===== config.mk =====
export PLATFORM = sky130hd
export DESIGN_NAME = vec_cache_evict_ds_writer
export DESIGN_NICKNAME = d
export VERILOG_FILES = /design/src/rtl/vector_cache_pkg.sv /design/src/rtl/vec_cache_sync_fifo.sv /design/src/rtl/vec_cache_evict_ds_writer.sv
export SDC_FILE = /design/constraint.sdc
export NUM_CORES = 2
export LEC_CHECK = 0
export BUFFER_PORTS_ARGS = -buffer_cell sky130_fd_sc_hd__buf_2
export CAP_MARGIN = 20
export CORE_UTILIZATION = 35
export CTS_BUF_LIST = sky130_fd_sc_hd__clkbuf_4 sky130_fd_sc_hd__clkbuf_8
export CTS_CLUSTER_SIZE = 40
export DETAILED_ROUTE_END_ITERATION = 12
export GPL_TIMING_DRIVEN = 1
export PLACE_DENSITY = 0.63
export SLEW_MARGIN = 20
export SYNTH_ARGS = -nofsm -noshare
export SYNTH_HDL_FRONTEND = slang
export SYNTH_MEMORY_MAX_BITS = 65536
export SYNTH_SLANG_ARGS = --single-unit
export TNS_END_PERCENT = 100

===== constraint.sdc =====
create_clock -name clk -period 40.7 [get_ports clk]
set_input_delay 8.14 -clock clk [delete_from_list [all_inputs] [get_ports clk]]
set_output_delay 8.14 -clock clk [all_outputs]
set_load 0.005 [all_outputs]

===== src/rtl/vector_cache_pkg.sv =====
// Shared vector-cache types and widths used by the evict data path.
package vector_cache_pkg;

    localparam int unsigned DATA_WIDTH            = 1024;
    localparam int unsigned ADDR_WIDTH            = 40;
    localparam int unsigned TXN_ID_WIDTH          = 8;
    localparam int unsigned DB_ENTRY_IDX_WIDTH    = 4;
    localparam int unsigned ROB_ENTRY_IDX_WIDTH   = 5;
    localparam int unsigned SIDEBAND_WIDTH        = 8;
    localparam int unsigned DEFAULT_DS_BEAT_WIDTH = 256;

    typedef struct packed {
        logic [DATA_WIDTH-1:0]          data;
        logic [ADDR_WIDTH-1:0]          addr;
        logic [TXN_ID_WIDTH-1:0]        txn_id;
        logic [DB_ENTRY_IDX_WIDTH-1:0]  db_entry_id;
        logic [ROB_ENTRY_IDX_WIDTH-1:0] rob_entry_id;
        logic [SIDEBAND_WIDTH-1:0]      sideband;
    } evict_to_ds_pld_t;

    typedef struct packed {
        logic [TXN_ID_WIDTH-1:0]       txn_id;
        logic [DB_ENTRY_IDX_WIDTH-1:0] db_entry_id;
    } ds_wr_track_t;

    typedef enum logic [1:0] {
        DS_WR_IDLE = 2'd0,
        DS_WR_AW   = 2'd1,
        DS_WR_W    = 2'd2
    } ds_wr_state_e;

endpackage


===== src/rtl/vec_cache_sync_fifo.sv =====
// Single-clock FIFO with wrap-bit pointers; push when full and pop when empty are ignored.
module vec_cache_sync_fifo #(
    parameter int unsigned WIDTH = 8,
    parameter int unsigned DEPTH = 4
) (
    input  logic                   clk,
    input  logic                   rst_n,
    input  logic                   push_i,
    input  logic [WIDTH-1:0]       data_i,
    input  logic                   pop_i,
    output logic [WIDTH-1:0]       data_o,
    output logic                   full_o,
    output logic                   empty_o,
    output logic [$clog2(DEPTH):0] count_o
);

    localparam int unsigned IDX_W = $clog2(DEPTH);
    localparam int unsigned PTR_W = IDX_W + 1;

    logic [WIDTH-1:0] mem_q [DEPTH];
    logic [PTR_W-1:0] wr_ptr_q, wr_ptr_d;
    logic [PTR_W-1:0] rd_ptr_q, rd_ptr_d;
    logic             do_push;
    logic             do_pop;

    assign empty_o = (wr_ptr_q == rd_ptr_q);
    assign full_o  = (wr_ptr_q[IDX_W-1:0] == rd_ptr_q[IDX_W-1:0]) &&
                     (wr_ptr_q[IDX_W] != rd_ptr_q[IDX_W]);
    assign count_o = wr_ptr_q - rd_ptr_q;
    assign data_o  = mem_q[rd_ptr_q[IDX_W-1:0]];

    assign do_push = push_i && !full_o;
    assign do_pop  = pop_i && !empty_o;

    always_comb begin
        wr_ptr_d = wr_ptr_q;
        rd_ptr_d = rd_ptr_q;
        if (do_push) wr_ptr_d = wr_ptr_q + PTR_W'(1);
        if (do_pop)  rd_ptr_d = rd_ptr_q + PTR_W'(1);
    end

    always_ff @(posedge clk or negedge rst_n) begin
        if (!rst_n) begin
            wr_ptr_q <= '0;
            rd_ptr_q <= '0;
        end else begin
            wr_ptr_q <= wr_ptr_d;
            rd_ptr_q <= rd_ptr_d;
        end
    end

    // Storage needs no reset: entries are only read between push and pop.
    always_ff @(posedge clk) begin
        if (do_push) mem_q[wr_ptr_q[IDX_W-1:0]] <= data_i;
    end

endmodule


===== src/rtl/vec_cache_evict_ds_writer.sv =====
// Drains evicted lines to downstream memory as AW + multi-beat W, and releases
// evict-buffer entries in order as write responses return.
module vec_cache_evict_ds_writer
    import vector_cache_pkg::*;
#(
    parameter int unsigned IN_FIFO_DEPTH   = 4,
    parameter int unsigned DS_BEAT_WIDTH   = DEFAULT_DS_BEAT_WIDTH,
    parameter int unsigned MAX_OUTSTANDING = 8
) (
    input  logic                          clk,
    input  logic                          rst_n,
    input  logic                          evict_to_ds_vld,
    input  evict_to_ds_pld_t              evict_to_ds_pld,
    output logic                          evict_to_ds_rdy,
    output logic                          ds_aw_vld,
    output logic [ADDR_WIDTH-1:0]         ds_aw_addr,
    output logic [TXN_ID_WIDTH-1:0]       ds_aw_id,
    input  logic                          ds_aw_rdy,
    output logic                          ds_w_vld,
    output logic [DS_BEAT_WIDTH-1:0]      ds_w_data,
    output logic                          ds_w_last,
    input  logic                          ds_w_rdy,
    input  logic                          ds_b_vld,
    input  logic [TXN_ID_WIDTH-1:0]       ds_b_id,
    output logic                          ds_b_rdy,
    output logic                          evdb_release_vld,
    output logic [DB_ENTRY_IDX_WIDTH-1:0] evdb_release_idx,
    output logic                          err_overflow,
    output logic                          err_resp
);

    localparam int unsigned BEATS     = DATA_WIDTH / DS_BEAT_WIDTH;
    localparam int unsigned BEAT_W    = (BEATS > 1) ? $clog2(BEATS) : 1;
    localparam int unsigned OUT_W     = $clog2(MAX_OUTSTANDING) + 1;
    localparam int unsigned IN_CNT_W  = $clog2(IN_FIFO_DEPTH) + 1;
    localparam int unsigned TRK_W     = $bits(ds_wr_track_t);
    localparam int unsigned PLD_W     = $bits(evict_to_ds_pld_t);

    ds_wr_state_e                state_q, state_d;
    logic [BEAT_W-1:0]           beat_q, beat_d;
    logic [OUT_W-1:0]            outstanding_q, outstanding_d;
    logic                        release_vld_q, release_vld_d;
    logic [DB_ENTRY_IDX_WIDTH-1:0] release_idx_q, release_idx_d;
    logic                        err_overflow_q, err_overflow_d;
    logic                        err_resp_q, err_resp_d;

    evict_to_ds_pld_t            in_head;
    logic                        in_push, in_pop, in_full, in_empty;
    logic [IN_CNT_W-1:0]         in_count;
    logic [BEATS-1:0][DS_BEAT_WIDTH-1:0] head_beats;

    ds_wr_track_t                trk_wdata, trk_head;
    logic                        trk_push, trk_pop, trk_full, trk_empty;
    logic [OUT_W-1:0]            trk_count;
    logic                        b_err;
    logic                        sink_unused;

    assign evict_to_ds_rdy = !in_full;
    assign in_push         = evict_to_ds_vld && evict_to_ds_rdy;

    vec_cache_sync_fifo #(
        .WIDTH (PLD_W),
        .DEPTH (IN_FIFO_DEPTH)
    ) u_in_fifo (
        .clk     (clk),
        .rst_n   (rst_n),
        .push_i  (in_push),
        .data_i  (evict_to_ds_pld),
        .pop_i   (in_pop),
        .data_o  (in_head),
        .full_o  (in_full),
        .empty_o (in_empty),
        .count_o (in_count)
    );

    assign trk_wdata.txn_id      = in_head.txn_id;
    assign trk_wdata.db_entry_id = in_head.db_entry_id;

    vec_cache_sync_fifo #(
        .WIDTH (TRK_W),
        .DEPTH (MAX_OUTSTANDING)
    ) u_trk_fifo (
        .clk     (clk),
        .rst_n   (rst_n),
        .push_i  (trk_push),
        .data_i  (trk_wdata),
        .pop_i   (trk_pop),
        .data_o  (trk_head),
        .full_o  (trk_full),
        .empty_o (trk_empty),
        .count_o (trk_count)
    );

    // Occupancy and optional payload fields are carried but not needed here.
    assign sink_unused = ^{in_count, trk_full, trk_count, in_head.rob_entry_id, in_head.sideband};

    assign head_beats = in_head.data;

    assign ds_aw_vld  = (state_q == DS_WR_AW);
    assign ds_aw_addr = in_head.addr;
    assign ds_aw_id   = in_head.txn_id;
    assign ds_w_vld   = (state_q == DS_WR_W);
    assign ds_w_data  = head_beats[beat_q];
    assign ds_w_last  = (state_q == DS_WR_W) && (beat_q == BEAT_W'(BEATS - 1));
    assign ds_b_rdy   = 1'b1;

    assign evdb_release_vld = release_vld_q;
    assign evdb_release_idx = release_idx_q;
    assign err_overflow     = err_overflow_q;
    assign err_resp         = err_resp_q;

    // Line-issue FSM: IDLE gates on outstanding budget, AW then BEATS data beats.
    always_comb begin
        state_d  = state_q;
        beat_d   = beat_q;
        in_pop   = 1'b0;
        trk_push = 1'b0;
        unique case (state_q)
            DS_WR_IDLE: begin
                if (!in_empty && (outstanding_q < OUT_W'(MAX_OUTSTANDING))) begin
                    state_d = DS_WR_AW;
                end
            end
            DS_WR_AW: begin
                if (ds_aw_rdy) begin
                    trk_push = 1'b1;
                    beat_d   = '0;
                    state_d  = DS_WR_W;
                end
            end
            DS_WR_W: begin
                if (ds_w_rdy) begin
                    if (beat_q == BEAT_W'(BEATS - 1)) begin
                        in_pop  = 1'b1;
                        beat_d  = '0;
                        state_d = DS_WR_IDLE;
                    end else begin
                        beat_d = beat_q + BEAT_W'(1);
                    end
                end
            end
            default: state_d = DS_WR_IDLE;
        endcase
    end

    // Response side: in-order match against the tracker head.
    always_comb begin
        trk_pop        = ds_b_vld && !trk_empty;
        b_err          = ds_b_vld && (trk_empty || (ds_b_id != trk_head.txn_id));
        release_vld_d  = trk_pop;
        release_idx_d  = trk_pop ? trk_head.db_entry_id : release_idx_q;
        err_resp_d     = err_resp_q || b_err;
        err_overflow_d = err_overflow_q || (evict_to_ds_vld && !evict_to_ds_rdy);
        outstanding_d  = outstanding_q;
        unique case ({trk_push, trk_pop})
            2'b10:   outstanding_d = outstanding_q + OUT_W'(1);
            2'b01:   outstanding_d = outstanding_q - OUT_W'(1);
            default: outstanding_d = outstanding_q;
        endcase
    end

    always_ff @(posedge clk or negedge rst_n) begin
        if (!rst_n) begin
            state_q        <= DS_WR_IDLE;
            beat_q         <= '0;
            outstanding_q  <= '0;
            release_vld_q  <= 1'b0;
            release_idx_q  <= '0;
            err_overflow_q <= 1'b0;
            err_resp_q     <= 1'b0;
        end else begin
            state_q        <= state_d;
            beat_q         <= beat_d;
            outstanding_q  <= outstanding_d;
            release_vld_q  <= release_vld_d;
            release_idx_q  <= release_idx_d;
            err_overflow_q <= err_overflow_d;
            err_resp_q     <= err_resp_d;
        end
    end

endmodule


* Word-level counts from Yosys, hierarchy flattened
Memories as Yosys holds them, arrays and structs flattened.
Index checks and enable logic that the tools add are counted.
** Word-level totals
- Bits in registers :: 29
- RAM bits :: 4452
- Input port bits :: 1103
- Output and inout bits :: 316
- Logic and storage cells :: 83
- Memories :: 2
** Memories
- u_in_fifo.mem_q :: depth 4, width 1089, rd ports 1, clocked after memory_dff 0, wr ports 1, RTL line vec_cache_sync_fifo.sv:20 : logic [WIDTH-1:0] mem_q [DEPTH];
- u_trk_fifo.mem_q :: depth 8, width 12, rd ports 1, clocked after memory_dff 0, wr ports 1, RTL line vec_cache_sync_fifo.sv:20
** Operators by class
- Add/sub/neg operators :: 7
- $lt $le $gt $ge :: 2
- Equality and inequality tests :: 16
- Mux-type cells :: 21
- Reduce and logical (&&, ||, !) cells :: 24
** Operator list (number)
- $bmux 256 s2 :: 1
- $mux 256 :: 1
- $mux 2 :: 7
- $add 4x1->4 const B :: 3
- $logic_and 1x1->1 :: 12
- $mux 1 :: 9
- $ne 8x8->1 :: 1
- $pmux 4 s2 :: 1
- $add 3x1->3 const B :: 2
- $eq 2x2->1 const B :: 3
- $eq 3x3->1 :: 2
- $ne 2x1->1 const B :: 3
- $pmux 2 s3 :: 1
- $eq 2x1->1 const B :: 2
- $eq 4x4->1 :: 1
- $logic_not 1->1 :: 4
- $lt 4x4->1 const B :: 1
- $pmux 2 s2 :: 1
- $reduce_and 4->1 :: 1
- $reduce_bool 2->1 :: 2
- $sub 4x1->4 const B :: 1
- $logic_or 1x1->1 :: 3
- $lt 2x3->1 const B :: 1
- $reduce_and 3->1 :: 1
- other kinds (5) :: 6

* Longest topological paths before layout
- Word-level depth :: 7
- Depth in mapped cells :: 12
- Mapped depth without buffers :: 11

* By module
A second synthesis with hierarchy kept.
** Second synthesis, totals
- Cell total of the unflattened synthesis :: 6347
- Area, all modules :: 168823.2 µm²
** Modules (own cells, without submodules)
- vec_cache_sync_fifo (u_in_fifo) :: instances 1, cells each 5732, area each 157167.0 µm²
- vec_cache_evict_ds_writer :: instances 1, cells each 393, area each 7450.9 µm²
- vec_cache_sync_fifo (u_trk_fifo) :: instances 1, cells each 222, area each 4205.3 µm²

* Least setup slack after synthesis
Ideal clock, no wire load.
- Kind :: in2reg
- Start :: input evict_to_ds_vld
- End :: memory u_in_fifo.mem_q[3][1000] (netlist bit), enable pin
- Arrival time :: 32.529 ns
- Setup slack :: 6.572 ns
- Cell stages on the path :: 1
- Buffers on the path :: 0
- Cells stage by stage :: and3_1
** On the way
- Cells in the longest elaborated chain, start to end :: 4
** RTL lines
- start: declaration :: RTL line vec_cache_evict_ds_writer.sv:12 : input logic evict_to_ds_vld,
- $logic_and 1x1->1 :: RTL line vec_cache_evict_ds_writer.sv:59 : assign in_push = evict_to_ds_vld && evict_to_ds_rdy;
- $logic_and 1x1->1 :: RTL line vec_cache_sync_fifo.sv:32 : assign do_push = push_i && !full_o;
- $mux 1 :: RTL line vec_cache_sync_fifo.sv:54 : if (do_push) mem_q[wr_ptr_q[IDX_W-1:0]] <= data_i;
- $mux 1 (implied by the code) :: RTL line vec_cache_sync_fifo.sv:54
- end: declaration :: RTL line vec_cache_sync_fifo.sv:20
Every way passes these cells.

* Worst setup path in the final report
- Start :: register u_in_fifo.rd_ptr_q[1]
- End :: output ds_w_data[120]
** On the way
- Cells in the longest elaborated chain, start to end :: 3
** RTL lines
- start: declaration :: RTL line vec_cache_sync_fifo.sv:22 : logic [PTR_W-1:0] rd_ptr_q, rd_ptr_d;
- start signal: assignment :: RTL line vec_cache_sync_fifo.sv:48 : rd_ptr_q <= rd_ptr_d;
- $mem_v2 4x1089
- $bmux 256 s2 :: RTL line vec_cache_evict_ds_writer.sv:103 : assign ds_w_data = head_beats[beat_q];
- $mux 256 (implied by the code) :: RTL line vec_cache_evict_ds_writer.sv:103
- end: declaration :: RTL line vec_cache_evict_ds_writer.sv:20 : output logic [DS_BEAT_WIDTH-1:0] ds_w_data,
Every way passes these cells. The select of a mux whose other input is x is not followed.

==> flow_metrics.tcl <==
set metrics [dict create \
    status "complete, no violations" \
    drt_iter0_drc 6712 \
    wire_per_inst_um 26.40 \
    cts_made_buffers 699 \
    hold_violations 0 \
    dpl_worst_slack_ns 25.54 \
    grt_first_pass_wirelength_um 568300 \
    netlist.area_leader.share_pct 79.39 \
    total_power_w 0.01303 \
    max_stage_delay_ns 0.92 \
    power_density_mw_per_mm2 66.98 \
    layout.nets 9325 \
    synth-compound-area-share_pct 0.2233 \
    synthAdderAreaFrac_pct 0.08270 \
    worst-path-buf-inv 7 \
    setup_viol 0 \
    grt_max_degree 155 \
    period_minus_slack_ns 16.16 \
    grt_antenna_before_repair 424 \
    synth-seq-cells 4429 \
    initial_core_util_pct 35.24 \
    ir_drop_mv 0.05030 \
    die_h_um 691.6 \
    crit_chain "buf_4 > buf_4 > buf_4 > buf_4 > buf_4 > buf_4 > mux4_2 > mux4_2 > buf_2" \
    clkLatencyLatePin_ns 1.22 \
    rsz0062_at_grt "no" \
    critPathMostFrequentCell "buf_4" \
    max_freq_mhz 61.88 \
    yosys-top-cells-area "edfxtp_1 79%, mux4_2 18%, dfrtp_1 0.44%, buf_4 0.32%, clkbuf_1 0.31%" \
    io_pins 1419 \
    yosysTopAreaCell "edfxtp_1" \
    gp_congestion 0.7794 \
    post-cts-setup-buffers 0 \
    p_leak_nw 61.62 \
    final_max_slew_viol_count 0 \
    coreArea_sq_mm 0.4723 \
    crit_type "reg -> out" \
    drive_gt1_share_pct 45.13 \
    netlist_area_sq_mm 0.1664 \
    tightest_slew_ns 1.302 \
    postSynthAreaPerCell_sq_um 26.26 \
    synth-simple-area-share_pct 0.2398 \
    synthCells 6339 \
    route.detailed.drc 0 \
    critPathCaptureType "output port" \
    synth_edf_count 4400 \
    yosys_warnings 0 \
    finalWorstSetupSlack_ns 24.54 \
    holdBufCountCts 0 \
    grt_pass1_vias 80757 \
    worst_path_max_delay_cell "buf_4" \
    crit_fanout 71 \
    synth_commonest_cells "4400 x edfxtp_1, 1336 x mux4_2, 139 x clkbuf_1" \
    finalSetupTns_ns 0 \
    die_area_sq_mm 0.4783 \
    maxCapViolations 0 \
    grt-ovfl-total 0 \
    clockRootBuffer "clkbuf_8" \
    period_share_pct 39.70 \
    yosysMostFrequentCell "edfxtp_1" \
    routed_via_density 5.066 \
    worstPathRequired_ns 32.56 \
    synth_cell_types 40 \
    rows 252 \
    crit_family "buffers and inverters" \
    via_count 76499 \
    yosysSeqAreaShare_pct 79.82 \
    synth_top_family_by_area "multiplexers" \
    portBuffers 1404 \
    start_kind "register" \
    ctsResizeCount 0 \
    syn2layout_area_growth_pct 16.87 \
    first_pass_iters 7 \
    track_usage_pct 16.13 \
    dp_hpwl_um 254500 \
    chipWidth_um 691.6 \
    clk_pin_slew_ns 0.06 \
    cts.sinks 4429 \
    max_slew_margin_pct 13.22 \
    synth_ff_type "edfxtp_1" \
    ant_nets 0 \
    cp.arrival_ns 8.02 \
    skew_ns 0.09029 \
    wl_um 398700 \
    postSynth.asyncResetShare_pct 0.6548 \
    synth_mux_area_share_pct 18.31 \
    synth_nets 7453 \
    htree_num_levels 6 \
    cts_tree "built" \
    synth_xor_area_share_pct 0.1473 \
    worstHoldPathType "reg -> reg" \
    clk_path_buf_depth 4 \
]
-- state kept, by name (all words and copies together), names as in the netlist --
signal / count
state_q: 2
u_trk_fifo.rd_ptr_q: 4
u_in_fifo.mem_q: 4304
outstanding_q: 4
evdb_release_vld: 1
u_in_fifo.rd_ptr_q: 3
evdb_release_idx: 4
err_overflow: 1
err_resp: 1
u_in_fifo.wr_ptr_q: 3
u_trk_fifo.mem_q: 96
beat_q: 2
u_trk_fifo.wr_ptr_q: 4
-- where the power goes --
group	switching [W]	internal, W	total (W)	leakage, nW
Combinational	0.00174	0.00139	0.00313	13.9
Sequential	0.000197	0.00602	0.00622	40.6
Clock	0.00175	0.00193	0.00368	7.13
-- final timing paths --
check                                                       start                                end  slack [ns]  depth (start not counted)
worst max-delay path            u_in_fifo.rd_ptr_q[1]$_DFFE_PN0P_                     ds_w_data[120]       24.54                          9
max in group asynchronous                                   rst_n              beat_q[0]$_DFFE_PN0P_       33.09                          1
worst max register to register  u_in_fifo.rd_ptr_q[1]$_DFFE_PN0P_  u_in_fifo.mem_q[0][707]$_DFFE_PP_       32.32                         10
worst min-delay path                       state_q[1]$_DFFE_PN0P_             state_q[0]$_DFFE_PN0P_        0.48                          1
min in group asynchronous                                   rst_n  u_in_fifo.rd_ptr_q[2]$_DFFE_PN0P_        7.05                          1
worst min register to register             state_q[1]$_DFFE_PN0P_             state_q[0]$_DFFE_PN0P_        0.48                          1
-- per-stage QoR --
stage | util [%] | instances | hold WS [ns] | instance area [sq um]
final | 41.18 | 15100 | 0.4768 | 194500
after floorplan | - | 6339 | 0.4268 | 166400
after global routing | 41.14 | 15024 | 0.4940 | 194300
after detailed placement | 38.22 | 13731 | 0.4632 | 180500
after CTS | 41.09 | 14950 | 0.4774 | 194100
after global placement | 38.22 | 13730 | 0.4620 | 180500
-- placed cells by master, fill, tap and decap left out, types with 10 or more instances in the layout --
| cell | instances |
|---|---|
| a21oi_1 | 18 |
| nor2_1 | 13 |
| clkbuf_4 | 235 |
| inv_8 | 12 |
| clkbuf_8 | 700 |
| clkinv_8 | 10 |
| diode_2 | 148 |
| ha_1 | 11 |
| buf_4 | 104 |
| buf_2 | 1404 |
| edfxtp_1 | 4400 |
| mux4_2 | 1336 |
| clkinv_2 | 46 |
| a211oi_1 | 16 |
| inv_12 | 15 |
| xor2_1 | 12 |
| clkinv_1 | 161 |
| xnor2_1 | 16 |
| nor2b_1 | 20 |
| nand2_1 | 22 |
| mux2i_1 | 35 |
| buf_12 | 19 |
| inv_6 | 11 |
| bufinv_16 | 14 |
| dfrtp_1 | 25 |
-- metal layers --
layer / wire [um] / share of wire, % / global-route usage (%)
met4: 17250 / 4.3 / 7.471
met5: 1117 / 0.28 / 0
met2: 202500 / 51 / 27.26
met3: 32170 / 8.1 / 5.291
met1: 145700 / 37 / 18.62
-- area by class of cell --
class                   count  area [sq um]
diodes                    148         370.4
multi-input cells        1546         31650
clock buffers             935         11400
well taps                6223          7786
flip-flops and latches   4429        132900
clock inverters           284          2127
inverters                   3         11.26
repair buffers           1532          8293
fillers                 40790        277800
-- logic make-up after synthesis --
family | after synthesis
mux | 1374
flops | 4429
buf+inv | 364
fa+ha+maj | 11
simple gates | 77
compound gates | 55
xor+xnor | 28
other cells | 1
(Power assumes the default switching activity.)
